**src/rtl/arb_pkg.sv**
```systemverilog
// Shared types and helpers for the round-robin lock arbiter.
package arb_pkg;

    typedef enum logic {
        ARB_IDLE,
        ARB_GRANT
    } arb_state_e;

    localparam int ARB_N_REQ_DEF    = 4;
    localparam int ARB_MAX_HOLD_DEF = 16;

    // Next round-robin start position: one past the winner, wrapping at n.
    function automatic int wrap_inc(input int idx, input int n);
        return (idx >= n - 1) ? 0 : idx + 1;
    endfunction

endpackage

```
**src/rtl/rr_pick.sv**
```systemverilog
// Combinational round-robin picker: first set req bit at or after ptr, wrapping.
module rr_pick
    import arb_pkg::*;
#(
    parameter  int N_REQ = ARB_N_REQ_DEF,
    localparam int ID_W  = $clog2(N_REQ)
) (
    input  logic [N_REQ-1:0] req,
    input  logic [ID_W-1:0]  ptr,
    output logic [N_REQ-1:0] pick,
    output logic [ID_W-1:0]  pick_id,
    output logic             pick_valid
);

    logic [N_REQ-1:0]   mask;
    logic [2*N_REQ-1:0] dbl;
    int                 hit;
    int                 idx;

    // Low half holds requests at or above the pointer, high half the full
    // vector, so the lowest set bit overall is the round-robin winner.
    always_comb begin
        mask       = '0;
        dbl        = '0;
        hit        = -1;
        idx        = 0;
        pick       = '0;
        pick_id    = '0;
        pick_valid = 1'b0;
        for (int i = 0; i < N_REQ; i++) begin
            mask[i] = (i >= int'(ptr));
        end
        dbl = {req, req & mask};
        for (int j = 2 * N_REQ - 1; j >= 0; j--) begin
            if (dbl[j]) begin
                hit = j;
            end
        end
        if (hit >= 0) begin
            idx        = (hit >= N_REQ) ? hit - N_REQ : hit;
            pick_valid = 1'b1;
            pick_id    = ID_W'(idx);
            pick[idx]  = 1'b1;
        end
    end

endmodule

```
**src/rtl/rr_lock_arbiter.sv**
```systemverilog
// Round-robin arbiter whose winner keeps the grant until done/req drop.
// Define ARB_HOLD_TIMEOUT_EN to add the MAX_HOLD watchdog and timeout pulse.
module rr_lock_arbiter
    import arb_pkg::*;
#(
    parameter  int N_REQ    = ARB_N_REQ_DEF,
    parameter  int MAX_HOLD = ARB_MAX_HOLD_DEF,
    localparam int ID_W     = $clog2(N_REQ)
) (
    input  logic             clk,
    input  logic             rst,
    input  logic [N_REQ-1:0] req,
    input  logic [N_REQ-1:0] done,
    output logic [N_REQ-1:0] gnt,
    output logic [ID_W-1:0]  gnt_id,
    output logic             busy,
    output logic             timeout
);

    if (N_REQ < 2 || N_REQ > 16 || MAX_HOLD < 2 || MAX_HOLD > 255) begin : g_param_err
        $error("rr_lock_arbiter: N_REQ or MAX_HOLD out of range");
    end

    arb_state_e       state_q, state_d;
    logic [ID_W-1:0]  ptr_q, ptr_d;
    logic [N_REQ-1:0] gnt_q, gnt_d;
    logic [ID_W-1:0]  gnt_id_q, gnt_id_d;
    logic             busy_q, busy_d;

    logic [N_REQ-1:0] pick;
    logic [ID_W-1:0]  pick_id;
    logic             pick_valid;
    logic             release_now;

`ifdef ARB_HOLD_TIMEOUT_EN
    localparam int CNT_W = $clog2(MAX_HOLD);
    logic [CNT_W-1:0] cnt_q, cnt_d;
    logic             timeout_q, timeout_d;
    logic             expire;
    assign expire = (cnt_q == CNT_W'(MAX_HOLD - 1));
`endif

    rr_pick #(.N_REQ(N_REQ)) u_pick (
        .req        (req),
        .ptr        (ptr_q),
        .pick       (pick),
        .pick_id    (pick_id),
        .pick_valid (pick_valid)
    );

    // gnt_q is one-hot on the owner, so masking avoids indexing by gnt_id.
    assign release_now = |(gnt_q & (done | ~req));

    always_comb begin
        state_d  = state_q;
        ptr_d    = ptr_q;
        gnt_d    = gnt_q;
        gnt_id_d = gnt_id_q;
        busy_d   = busy_q;
`ifdef ARB_HOLD_TIMEOUT_EN
        cnt_d     = cnt_q;
        timeout_d = 1'b0;
`endif
        case (state_q)
            ARB_IDLE: begin
                if (pick_valid) begin
                    state_d  = ARB_GRANT;
                    gnt_d    = pick;
                    gnt_id_d = pick_id;
                    busy_d   = 1'b1;
                    ptr_d    = ID_W'(wrap_inc(int'(pick_id), N_REQ));
`ifdef ARB_HOLD_TIMEOUT_EN
                    cnt_d    = '0;
`endif
                end
            end
            ARB_GRANT: begin
                if (release_now) begin
                    state_d = ARB_IDLE;
                    gnt_d   = '0;
                    busy_d  = 1'b0;
`ifdef ARB_HOLD_TIMEOUT_EN
                end else if (expire) begin
                    state_d   = ARB_IDLE;
                    gnt_d     = '0;
                    busy_d    = 1'b0;
                    timeout_d = 1'b1;
                end else begin
                    cnt_d = cnt_q + 1'b1;
`endif
                end
            end
            default: begin
                state_d = ARB_IDLE;
                gnt_d   = '0;
                busy_d  = 1'b0;
            end
        endcase
    end

    always_ff @(posedge clk or posedge rst) begin
        if (rst) begin
            state_q  <= ARB_IDLE;
            ptr_q    <= '0;
            gnt_q    <= '0;
            gnt_id_q <= '0;
            busy_q   <= 1'b0;
`ifdef ARB_HOLD_TIMEOUT_EN
            cnt_q     <= '0;
            timeout_q <= 1'b0;
`endif
        end else begin
            state_q  <= state_d;
            ptr_q    <= ptr_d;
            gnt_q    <= gnt_d;
            gnt_id_q <= gnt_id_d;
            busy_q   <= busy_d;
`ifdef ARB_HOLD_TIMEOUT_EN
            cnt_q     <= cnt_d;
            timeout_q <= timeout_d;
`endif
        end
    end

    assign gnt    = gnt_q;
    assign gnt_id = gnt_id_q;
    assign busy   = busy_q;
`ifdef ARB_HOLD_TIMEOUT_EN
    assign timeout = timeout_q;
`else
    assign timeout = 1'b0;
`endif

endmodule
```
**config.mk**
```make
export PLATFORM = sky130hd
export DESIGN_NAME = rr_lock_arbiter
export DESIGN_NICKNAME = d
export VERILOG_FILES = /design/src/rtl/arb_pkg.sv /design/src/rtl/rr_pick.sv /design/src/rtl/rr_lock_arbiter.sv
export SDC_FILE = /design/constraint.sdc
export NUM_CORES = 1
export LEC_CHECK = 0
export CORE_UTILIZATION = 40
export DETAILED_ROUTE_END_ITERATION = 8
export HOLD_SLACK_MARGIN = 0.12
export PLACE_DENSITY = 0.66
export SETUP_SLACK_MARGIN = 0.15
export SKIP_CTS_REPAIR_TIMING = 1
export SLEW_MARGIN = 40
export SYNTH_ARGS = -nofsm -noshare
export SYNTH_HDL_FRONTEND = slang
export SYNTH_SLANG_ARGS = --single-unit
```
**constraint.sdc**
```tcl
create_clock -name clk -period 3.14 [get_ports clk]
set_clock_uncertainty 0.05 [all_clocks]
set_input_delay 0.628 -clock clk [delete_from_list [all_inputs] [get_ports clk]]
set_output_delay 0.628 -clock clk [all_outputs]
set_load 0.01 [all_outputs]
```
Word level (Yosys, flattened, before mapping). Cells that the tools add are included.

Register bits: 10. Latch bits: 0. Memory bits (writable): 0. Memory bits (read-only): 0. Word-level logic and storage cells: 50. Memories: 0.

Add/sub/neg operators: 2. $mul: 0. Div/mod/pow operators: 0. Magnitude comparators: 8. Eq/ne operators: 2. Shifts and indexed selects: 0. Mux-type cells: 24. Bitwise logic cells: 5. Reduce and logical (&&, ||, !) cells: 4.

Operators with widths (count): $mux W32 (9); $ge A32 B1 Y1 const B (2); $ge A32 B4 Y1 const B (1); $lt A32 B4 Y1 const B (1); $sub A32 B4 Y32 const B (1); $mux W4 (3); $and A4 B4 Y4 (2); $pmux W4 S2 (1); $mux W1 (6); $ge A1 B2 Y1 const A (2); $mux W2 (2); $not A4 Y4 (1); $or A4 B4 Y4 (1); $pmux W1 S2 (2); $reduce_and A2 Y1 (2); $reduce_or A4 Y1 (1); $add A2 B1 Y2 const B (1); $demux W1 S2 (1); $ge A2 B2 Y1 const A (1); $ge A2 B2 Y1 const B (1); $ne A2 B1 Y1 const B (1); $ne A2 B2 Y1 const B (1); $logic_and A1 B1 Y1 (1); $not A1 Y1 (1).

Depth between registers and ports, before layout. Gate-level depths: netlist of run 1.

Depth after elaboration: 17. Depth in mapped cells: 8. Depth with buffers taken out: 8.

By module. A second synthesis of run 1 with hierarchy kept.

Cells, all modules: 100. Area total of the unflattened synthesis: 809.5 um2.

By module, submodules not included: rr_lock_arbiter (times used 1, cells each 55, area each 539.3 um2, sequential area each 250.2 um2); rr_pick (times used 1, cells each 45, area each 270.3 um2, sequential area each 0.0 um2).

Worst setup path before layout of run 1. OpenSTA, ideal clock, no wires.

Path kind: in2reg. From: in req[0]. To: reg gnt_q[1] (netlist: gnt[1]). Setup time: 0.095 ns. Data arrival time: 1.848 ns. Required time: 2.995 ns. Path slack: 1.147 ns. Stages on the path: 7. Path buffers: 0. Cell sequence: inv_2 > o21a_1 > o221a_4 > ha_1 > nor3_1 > a311oi_2 > o31ai_1.

Longest elaborated chain between the ends: 14. Elaborated cells on any way between the ends: 26. Classes of those cells: 1 x add/sub; 4 x order compare; 2 x eq/ne; 12 x mux; 4 x bitwise; 3 x reduce/logical.

Ends and longest elaborated chain: start: declaration (line rr_lock_arbiter.sv:12) `input logic [N_REQ-1:0] req,`; $mux W32 (5 in series) (line rr_pick.sv:35) `if (dbl[j]) begin`; $sub A32 B4 Y32 / $ge A32 B4 Y1 (equally long branches) (line rr_pick.sv:40) `idx = (hit >= N_REQ) ? hit - N_REQ : hit;`; $mux W32 (line rr_pick.sv:40); $ge A32 B1 Y1 (not written as such) / $lt A32 B4 Y1 (equally long branches) (line rr_pick.sv:43) `pick[idx] = 1'b1;`; $logic_and A1 B1 Y1 (not written as such) (line rr_pick.sv:43); $mux W1 (not written as such) (line rr_pick.sv:43); $demux W1 S2; $mux W4 (line rr_pick.sv:39) `if (hit >= 0) begin`; $mux W4 (line rr_lock_arbiter.sv:66) `if (pick_valid) begin`; $pmux W4 S2 (line rr_lock_arbiter.sv:64) `case (state_q)`; end signal: assignment (line rr_lock_arbiter.sv:115) `gnt_q <= gnt_d;`; end: declaration (line rr_lock_arbiter.sv:26) `logic [N_REQ-1:0] gnt_q, gnt_d;`.

Parallel ways exist; a longest one is shown, timed or not. The select of a mux whose other input is x is not followed. A chain may end at the register's enable or synchronous reset.

Final worst setup path of run 1.
From: in req[0]. To: reg gnt_q[3] (netlist: gnt[3]).

The elaborated chain is that of the path after synthesis.

==> results of run 1 <==
==> kinds of logic (layout without fill, tap and decap cells) <==
| logic type | count (synthesis) | in the layout | synth area share |
|---|---|---|---|
| AOI/OAI and AO/OA | 24 | 24 | 0.295 |
| DFF | 10 | 10 | 0.385 |
| buffers and inverters | 11 | 29 | 0.0751 |
| other | 1 | 1 | 0.00577 |
| and+or+nand+nor | 27 | 27 | 0.187 |
| adders and majority gates | 2 | 2 | 0.0385 |
| xor gates and xnor gates | 1 | 1 | 0.0135 |
==> cells in the mapped netlist <==
cell,count
inv_1,7
a31oi_1,1
o21a_1,1
nor3_1,2
a311oi_2,1
o31ai_1,3
o221a_4,1
nand4_1,1
a22oi_1,1
ha_1,2
xor2_1,1
a21boi_0,1
o21ai_0,7
nand2_1,14
nand3_1,1
a21oi_1,3
o41ai_2,1
nand2b_1,3
conb_1,1
dfrtp_1,10
a2bb2oi_1,1
nor2_1,4
a311oi_1,1
a211oi_2,1
buf_4,2
o32ai_1,1
nor2b_1,1
clkbuf_1,1
inv_2,1
or2b_1,1
==> final cells by class <==
class,count,area [sq um],share of cell area
clock buffers,4,36.3,0.0425
inverters,8,30.0,0.0351
multi-input cells,55,350,0.410
flip-flops and latches,10,250,0.293
well taps,16,20.0,0.0234
repair buffers,17,168,0.196
==> metal layers <==
layer,up-vias,GRT usage,wire length (um)
li1,299,-,-
met1,259,0.247,704
met2,20,0.252,631
met3,2,0.0690,110
met4,0,0.0375,10
met5,-,0,0
==> how the worst min path moves through the flow <==
stage,start,to
6_report,gnt_id[1]$_DFFE_PP0P_,gnt_id[1]$_DFFE_PP0P_
5_1_grt,busy$_DFFE_PP0P_,busy$_DFFE_PP0P_
4_1_cts,busy$_DFFE_PP0P_,busy$_DFFE_PP0P_
3_5_place_dp,busy$_DFFE_PP0P_,busy$_DFFE_PP0P_
3_3_place_gp,gnt_id[0]$_DFFE_PP0P_,gnt_id[0]$_DFFE_PP0P_
2_1_floorplan,rst,busy$_DFFE_PP0P_
==> sequential cells by signal, summed over array words and instances (netlist names) <==
register / flops
busy: 1
gnt: 4
gnt_id: 2
ptr_q: 2
state_q: 1
==> tightest hold or removal path: stages, from the launching register on <==
cell	delay, ns
dfrtp_1	0.34
nand2_1	0.04
o21ai_0	0.06
==> power breakdown <==
group          switching [mW]  internal (mW)
combinational           0.186          0.176
clock                  0.0437         0.0704
sequential             0.0585          0.188
==> impl_metrics.tcl, run 1 <==
set metrics [dict create \
    status "complete, no violations" \
    cts_inserted_buffers 3 \
    fin_area_sq_um 855 \
    min_period_over_period 0.774 \
    overflow 0 \
    cp_top_family "compound AO/OA/AOI/OAI gates" \
    cp.depth 8 \
    slew_violations 0 \
    ys_ff_latch 10 \
    syn_inst 76 \
    antenna_cells 0 \
    totalPowerFinal_mw 0.722 \
    slowest_delay_ns 0.55 \
    routabilityCongestion 0.823 \
    crit_start "req[0]" \
    dpl_cell_area_sq_um 818 \
    cts_tree "built" \
    final_core_util 0.567 \
    synth_top_area_cell "dfrtp_1" \
    crit_required_ns 3.26 \
    final_cell_mix "clkdlybuf4s50_1, nand2_1, dfrtp_1" \
    final_layout_size_suffix_gt1_frac 0.106 \
    num-nets-final 107 \
    drv_cap 0 \
    grt_max_degree 11 \
    path_clk_slew_ns 0.06 \
    reg2regPathDepth 6 \
    rsz0062_at_grt "no" \
    final.fill_count 150 \
    clock_path_buffers 2 \
    fin_hold_ws_ns 0.437 \
    fmax_mhz 411 \
    hold_depth 2 \
    dp_slack_ns 0.419 \
    route.vias.total 580 \
    crit_path_start_kind "input port" \
    dieWidth_um 42.3 \
    vdd_drop_max_v 0.000519 \
    seq_area_frac_synth 0.385 \
    die_h_um 42.3 \
    syn_nets 88 \
    drt_wl_total_mm 1.46 \
    cp_max_fo 5 \
    port_buffers 16 \
    relSlewSlack 0.652 \
    core_sq_mm 0.00151 \
    initial_utilization 0.431 \
    r2r-end "gnt[3]$_DFFE_PP0P_" \
    cts-htree-levels 1 \
    drtIter0Drc 13 \
    wl_per_cell_um 13.2 \
    grt_pass1_wl_mm 2.34 \
    cts.sink_count 10 \
    antenna_found_initial 0 \
    yosys.area.top_type_share 0.385 \
    p_leak_nw 0.377 \
    reg2reg_from "ptr_q[1]$_DFFE_PP0P_" \
    finalHoldViolCount 0 \
    syn_to_final_growth_pct 31.6 \
    yosys_warnings 0 \
    ys_types 30 \
    critPathSlowestCell "clkdlybuf4s50_1" \
    finalSetupViolCount 0 \
    layout_min_cycle_time_ns 2.43 \
    grt_use_total 0.175 \
    syn_area_sq_um 649 \
    crit_path_end_kind "register" \
    synth_area_per_cell_sq_um 8.54 \
    critical_path_class "input port to register" \
    drcViolationCount 0 \
    endpoint "gnt[3]$_DFFE_PP0P_" \
    r2r_slack_ns 1.15 \
    hold_class "register to register" \
    first_global_vias 521 \
    tightest_slew_ns 0.516 \
    path_cells "clkdlybuf4s50_1 > inv_2 > o21a_1 > o221a_4 > ha_1 > nor3_1 > a311oi_2 > o31ai_1" \
    row_count 14 \
    pin_count 18 \
    layoutNonFillerInstCount 110 \
    final_common_cell "clkdlybuf4s50_1" \
    critPathArrivalTime_ns 2.55 \
    die_area_sq_mm 0.00179 \
    tns_ns 0 \
    timing.final.ws_setup_ns 0.710 \
    clk-insertion-delay-late_ns 0.26 \
    postRouteAntennaNets 0 \
    root_buffer "clkbuf_4" \
    drt_pre_antenna_iters 4 \
    place_inst 106 \
    yosys-top-cells-area "dfrtp_1, nand2_1, o21ai_0" \
    dp_hpwl_mm 1.08 \
    critical_path_buf_inv_count 2 \
    viasPerCell 5.27 \
    powerDensity_mw_per_mm2 845 \
]
Note: power is estimated with default switching activity, not from simulation.
==> run 2, diff against run 1 <==
PLACE_DENSITY = 0.68   (was 0.66)
clock period = 2 ns   (was 3.14 ns; I/O delays follow)
==> run 2 against run 1 <==
Net effect:
- total power increased by 94%
- critical path depth decreased by 1
- worst hold slack worse by 0.089 ns
- non-clock buffer count rose by 20
- combinational power increased by 130%
- sequential cell count did not move
- utilization increased by 16 points
- register-to-register slack got worse by 0.97 ns
- critical endpoint unchanged
==> impl_metrics.tcl, run 2 (synthesis results as in run 1) <==
set metrics [dict create \
    status "complete, no violations" \
    crit_required_ns 2.10 \
    clock_path_buffers 2 \
    num-nets-final 127 \
    port_buffers 16 \
    largest_reg_flops 4 \
    reg2regPathDepth 7 \
    drt_pre_antenna_iters 4 \
    p_int_mw 0.845 \
    finalHoldViolCount 0 \
    cts-htree-levels 1 \
    clkPwrFrac 0.132 \
    r2r_slack_ns 0.18 \
    fin_hold_ws_ns 0.348 \
    wl_per_cell_um 14.7 \
    initial_utilization 0.431 \
    postRouteAntennaNets 0 \
    fmax_mhz 548 \
    crit_path_end_kind "register" \
    critPathArrivalTime_ns 1.92 \
    powerDensity_mw_per_mm2 1290 \
    swShare 0.397 \
    layoutNonFillerInstCount 130 \
    crit_start "ptr_q[1]$_DFFE_PP0P_" \
    final_cell_mix "buf_4, nand2_1, clkdlybuf4s50_1" \
    grt_use_total 0.222 \
    p_comb_frac 0.605 \
    layout_min_cycle_time_ns 1.82 \
    first_global_vias 743 \
    route.vias.total 697 \
    drtIter0Drc 5 \
    drt_wl_total_mm 1.92 \
    use_met3 0.0259 \
    cp_max_fo 4 \
    crit_path_start_kind "register" \
    root_buffer "clkbuf_4" \
    critical_path_class "register to register" \
    power_frac_seq 0.262 \
    pin_count 18 \
    path_clk_slew_ns 0.07 \
    die_h_um 42.3 \
    hold_class "input port to asynchronous set/reset pin" \
    drcViolationCount 0 \
    top_usage_layer "met2" \
    place_inst 124 \
    cts_inserted_buffers 3 \
    p_sw_mw 0.556 \
    rsz0062_at_grt "yes" \
    grt_max_degree 11 \
    r2r-end "gnt[3]$_DFFE_PP0P_" \
    die_area_sq_mm 0.00179 \
    drv_cap 0 \
    min_period_over_period 0.912 \
    vdd_drop_max_v 0.000856 \
    final_layout_size_suffix_gt1_frac 0.342 \
    final_common_cell "buf_4" \
    grt_pass1_wl_mm 3.00 \
    use_met1 0.271 \
    antenna_cells 0 \
    overflow 0 \
    slew_violations 0 \
    dp_hpwl_mm 1.39 \
    routabilityCongestion 0.841 \
    p_leak_nw 0.526 \
    grtUsageMet2 0.372 \
    dieWidth_um 42.3 \
    syn_to_final_growth_pct 67.6 \
    endpoint "gnt[3]$_DFFE_PP0P_" \
    viasPerCell 5.36 \
    finalSetupViolCount 0 \
    reg2reg_from "ptr_q[1]$_DFFE_PP0P_" \
    cts_tree "built" \
    cts.sink_count 10 \
    clk-insertion-delay-late_ns 0.27 \
    antenna_found_initial 0 \
    tns_ns 0 \
    row_count 14 \
    core_sq_mm 0.00151 \
]
run 2: cell count changes in the layout (fill, tap and decap cells not counted), sizes merged:
cell,previous run,this run
dlymetal6s2s,0,4
buf,1,21
clkdlybuf4s50,16,12
run 2: per-stage QoR:
stage | setup slack, ns | area (sq um) | power (mW) | util
2_1_floorplan | 0.152 | 649 | 0.738 | -
3_3_place_gp | -0.308 | 953 | 1.09 | 0.633
3_5_place_dp | -0.407 | 953 | 1.11 | 0.633
4_1_cts | -0.100 | 990 | 1.30 | 0.657
5_1_grt | 0.121 | 1090 | 1.49 | 0.723
6_report | 0.175 | 1090 | 1.40 | 0.723
run 2: final cells by class:
type                            count  area [sq um]
Clock buffer                        4          36.3
Fill cell                         111           418
Inverter                            8          30.0
Multi-Input combinational cell     55           424
Sequential cell                    10           250
Tap cell                           16          20.0
Timing Repair Buffer               37           328
run 2: routing by layer:
metal  vias to the layer above  share of wire
met3                         5          0.038
met2                        19           0.52
li1                        340              -
met1                       333           0.42
met5                         -              0
met4                         0          0.022
run 2: power groups by stage:
stage               combinational (mW)  sequential, mW  clock, mW
floorplan                        0.357           0.380          0
global placement                 0.714           0.376          0
detailed placement               0.731           0.380          0
CTS                              0.736           0.377      0.191
global route                     0.920           0.375      0.198
finish                           0.848           0.368      0.185
run 2: how the worst min path moves through the flow:
stage	cells after the start	end	slack (ns)
after floorplan	1	busy$_DFFE_PP0P_	0.19
after global placement	2	busy$_DFFE_PP0P_	0.41
after detailed placement	2	busy$_DFFE_PP0P_	0.42
after CTS	2	gnt_id[0]$_DFFE_PP0P_	0.36
after global routing	2	gnt_id[0]$_DFFE_PP0P_	0.41
final	2	busy$_DFFE_PP0P_	0.35
run 2: critical path, cell delays in order, from the launching register on:
cell	delay, ns
dfrtp_1	0.43
o21a_1	0.20
o221a_4	0.25
ha_4	0.19
nand2_2	0.09
nor3_4	0.04
a311oi_4	0.32
o31ai_1	0.13
==> run 3, diff against run 2 <==
CORE_UTILIZATION = 41   (was 40)
PLACE_DENSITY = default   (was 0.68)
PLACE_DENSITY_LB_ADDON = 0.3   (was default)
==> run 3 against run 2 <==
Net effect:
- routed wire length decreased by 8.2%
- final cell count decreased by 3.8%
- global-route usage decreased by 0.95 points
- sequential cell count unchanged
- utilization increased by 1.6 points
- fmax decreased by 0.58%
- combinational power decreased by 12%
- critical path depth decreased by 1
- first-iteration DRC count increased to 3.4 times the previous value
- count of clock-buffer cells in the layout unchanged
- final area decreased by 6.2%
- largest power group unchanged
- highest routed layer unchanged
==> impl_metrics.tcl, run 3 (synthesis results as in run 1) <==
set metrics [dict create \
    cts_tree "built" \
    crit_required_ns 2.10 \
    pin_count 18 \
    wl_per_cell_um 14.1 \
    syn_to_final_growth_pct 57.2 \
    vdd_drop_max_v 0.000856 \
    timing.final.ws_setup_ns 0.165 \
    die_area_sq_mm 0.00175 \
    cp_max_fo 4 \
    final.fill_count 110 \
    drtIter0Drc 17 \
    initial_utilization 0.470 \
    min_period_over_period 0.918 \
    largest_reg_flops 4 \
    critPathArrivalTime_ns 1.94 \
    postRouteAntennaNets 0 \
    crit_path_end_kind "register" \
    path_clk_slew_ns 0.08 \
    cp_top_family "compound AO/OA/AOI/OAI gates" \
    final_layout_size_suffix_gt1_frac 0.291 \
    die_h_um 41.8 \
    core_sq_mm 0.00138 \
    slowest_delay_ns 0.41 \
    antenna_found_initial 0 \
    route.vias.total 680 \
    rsz0062_at_grt "yes" \
    crit_path_start_kind "register" \
    slew_violations 0 \
    status "complete, no violations" \
    drt_wl_total_mm 1.76 \
    dp_hpwl_mm 1.22 \
    finalHoldViolCount 0 \
    grt_pass1_wl_mm 2.81 \
    port_buffers 16 \
    layout_min_cycle_time_ns 1.84 \
    drt_pre_antenna_iters 4 \
    antenna_cells 0 \
    drcViolationCount 0 \
    powerDensity_mw_per_mm2 1280 \
    multi_input_area_sq_um 388 \
    fmax_mhz 545 \
    critical_path_buf_inv_count 1 \
    cts.sink_count 10 \
    hold_class "input port to asynchronous set/reset pin" \
    routabilityCongestion 0.878 \
    clock_path_buffers 2 \
    drv_cap 0 \
    seq_area_sq_um 250 \
    viasPerCell 5.44 \
    path_cells "buf_4 > o221a_4 > ha_4 > nor3_2 > a311oi_2 > o31ai_1" \
    root_buffer "clkbuf_4" \
    cts_inserted_buffers 3 \
    critPathSlowestCell "dfrtp_1" \
    cts-htree-levels 1 \
    p_leak_nw 0.492 \
    tns_ns 0 \
    dp_slack_ns -0.425 \
    overflow 0 \
    clk-insertion-delay-late_ns 0.28 \
    num-nets-final 123 \
    grt_use_total 0.212 \
    finalSetupViolCount 0 \
    critical_path_class "register to register" \
    r2r_slack_ns 0.16 \
    final_common_cell "buf_4" \
    final_cell_mix "buf_4, nand2_1, clkdlybuf4s50_1" \
    first_global_vias 639 \
    dieWidth_um 41.8 \
    row_count 13 \
    grt_max_degree 11 \
]
run 3: area by class of cell:
class	count	share of cell area
Multi-Input combinational cell	55	0.380
Timing Repair Buffer	33	0.292
Sequential cell	10	0.245
Clock buffer	4	0.0355
Inverter	8	0.0294
Tap cell	15	0.0184
run 3: metal layers:
layer,global-route usage,vias to the layer above,routed length [um]
met5,0,-,0
met4,0.103,0,14
met3,0.0696,2,105
met2,0.319,23,847
met1,0.272,323,790
li1,-,332,-
run 3: path summary, 6_finish.rpt:
kind | endpoint | start | depth (start not counted)
hold / removal | gnt_id[1]$_DFFE_PP0P_ | rst | 2
setup reg to reg | gnt[1]$_DFFE_PP0P_ | ptr_q[1]$_DFFE_PP0P_ | 6
hold reg to reg | busy$_DFFE_PP0P_ | busy$_DFFE_PP0P_ | 2
min in group clk | busy$_DFFE_PP0P_ | busy$_DFFE_PP0P_ | 2
setup / recovery | gnt[1]$_DFFE_PP0P_ | ptr_q[1]$_DFFE_PP0P_ | 6
max in group asynchronous | busy$_DFFE_PP0P_ | rst | 2
run 3: power breakdown:
group          internal, mW  switching, mW
sequential            0.295         0.0760
combinational         0.391          0.352
clock                 0.111         0.0825
total                 0.797          0.510
run 3: stage by stage:
stage / instance area [sq um] / total power [mW] / hold WS [ns] / std cells / utilization
6_report: 1020 / 1.31 / 0.339 / 125 / 0.738
5_1_grt: 1020 / 1.41 / 0.399 / 125 / 0.738
4_1_cts: 958 / 1.27 / 0.349 / 123 / 0.693
3_5_place_dp: 922 / 1.07 / 0.412 / 119 / 0.667
3_3_place_gp: 922 / 1.05 / 0.407 / 119 / 0.667
2_1_floorplan: 649 / 0.738 / 0.190 / 76 / -
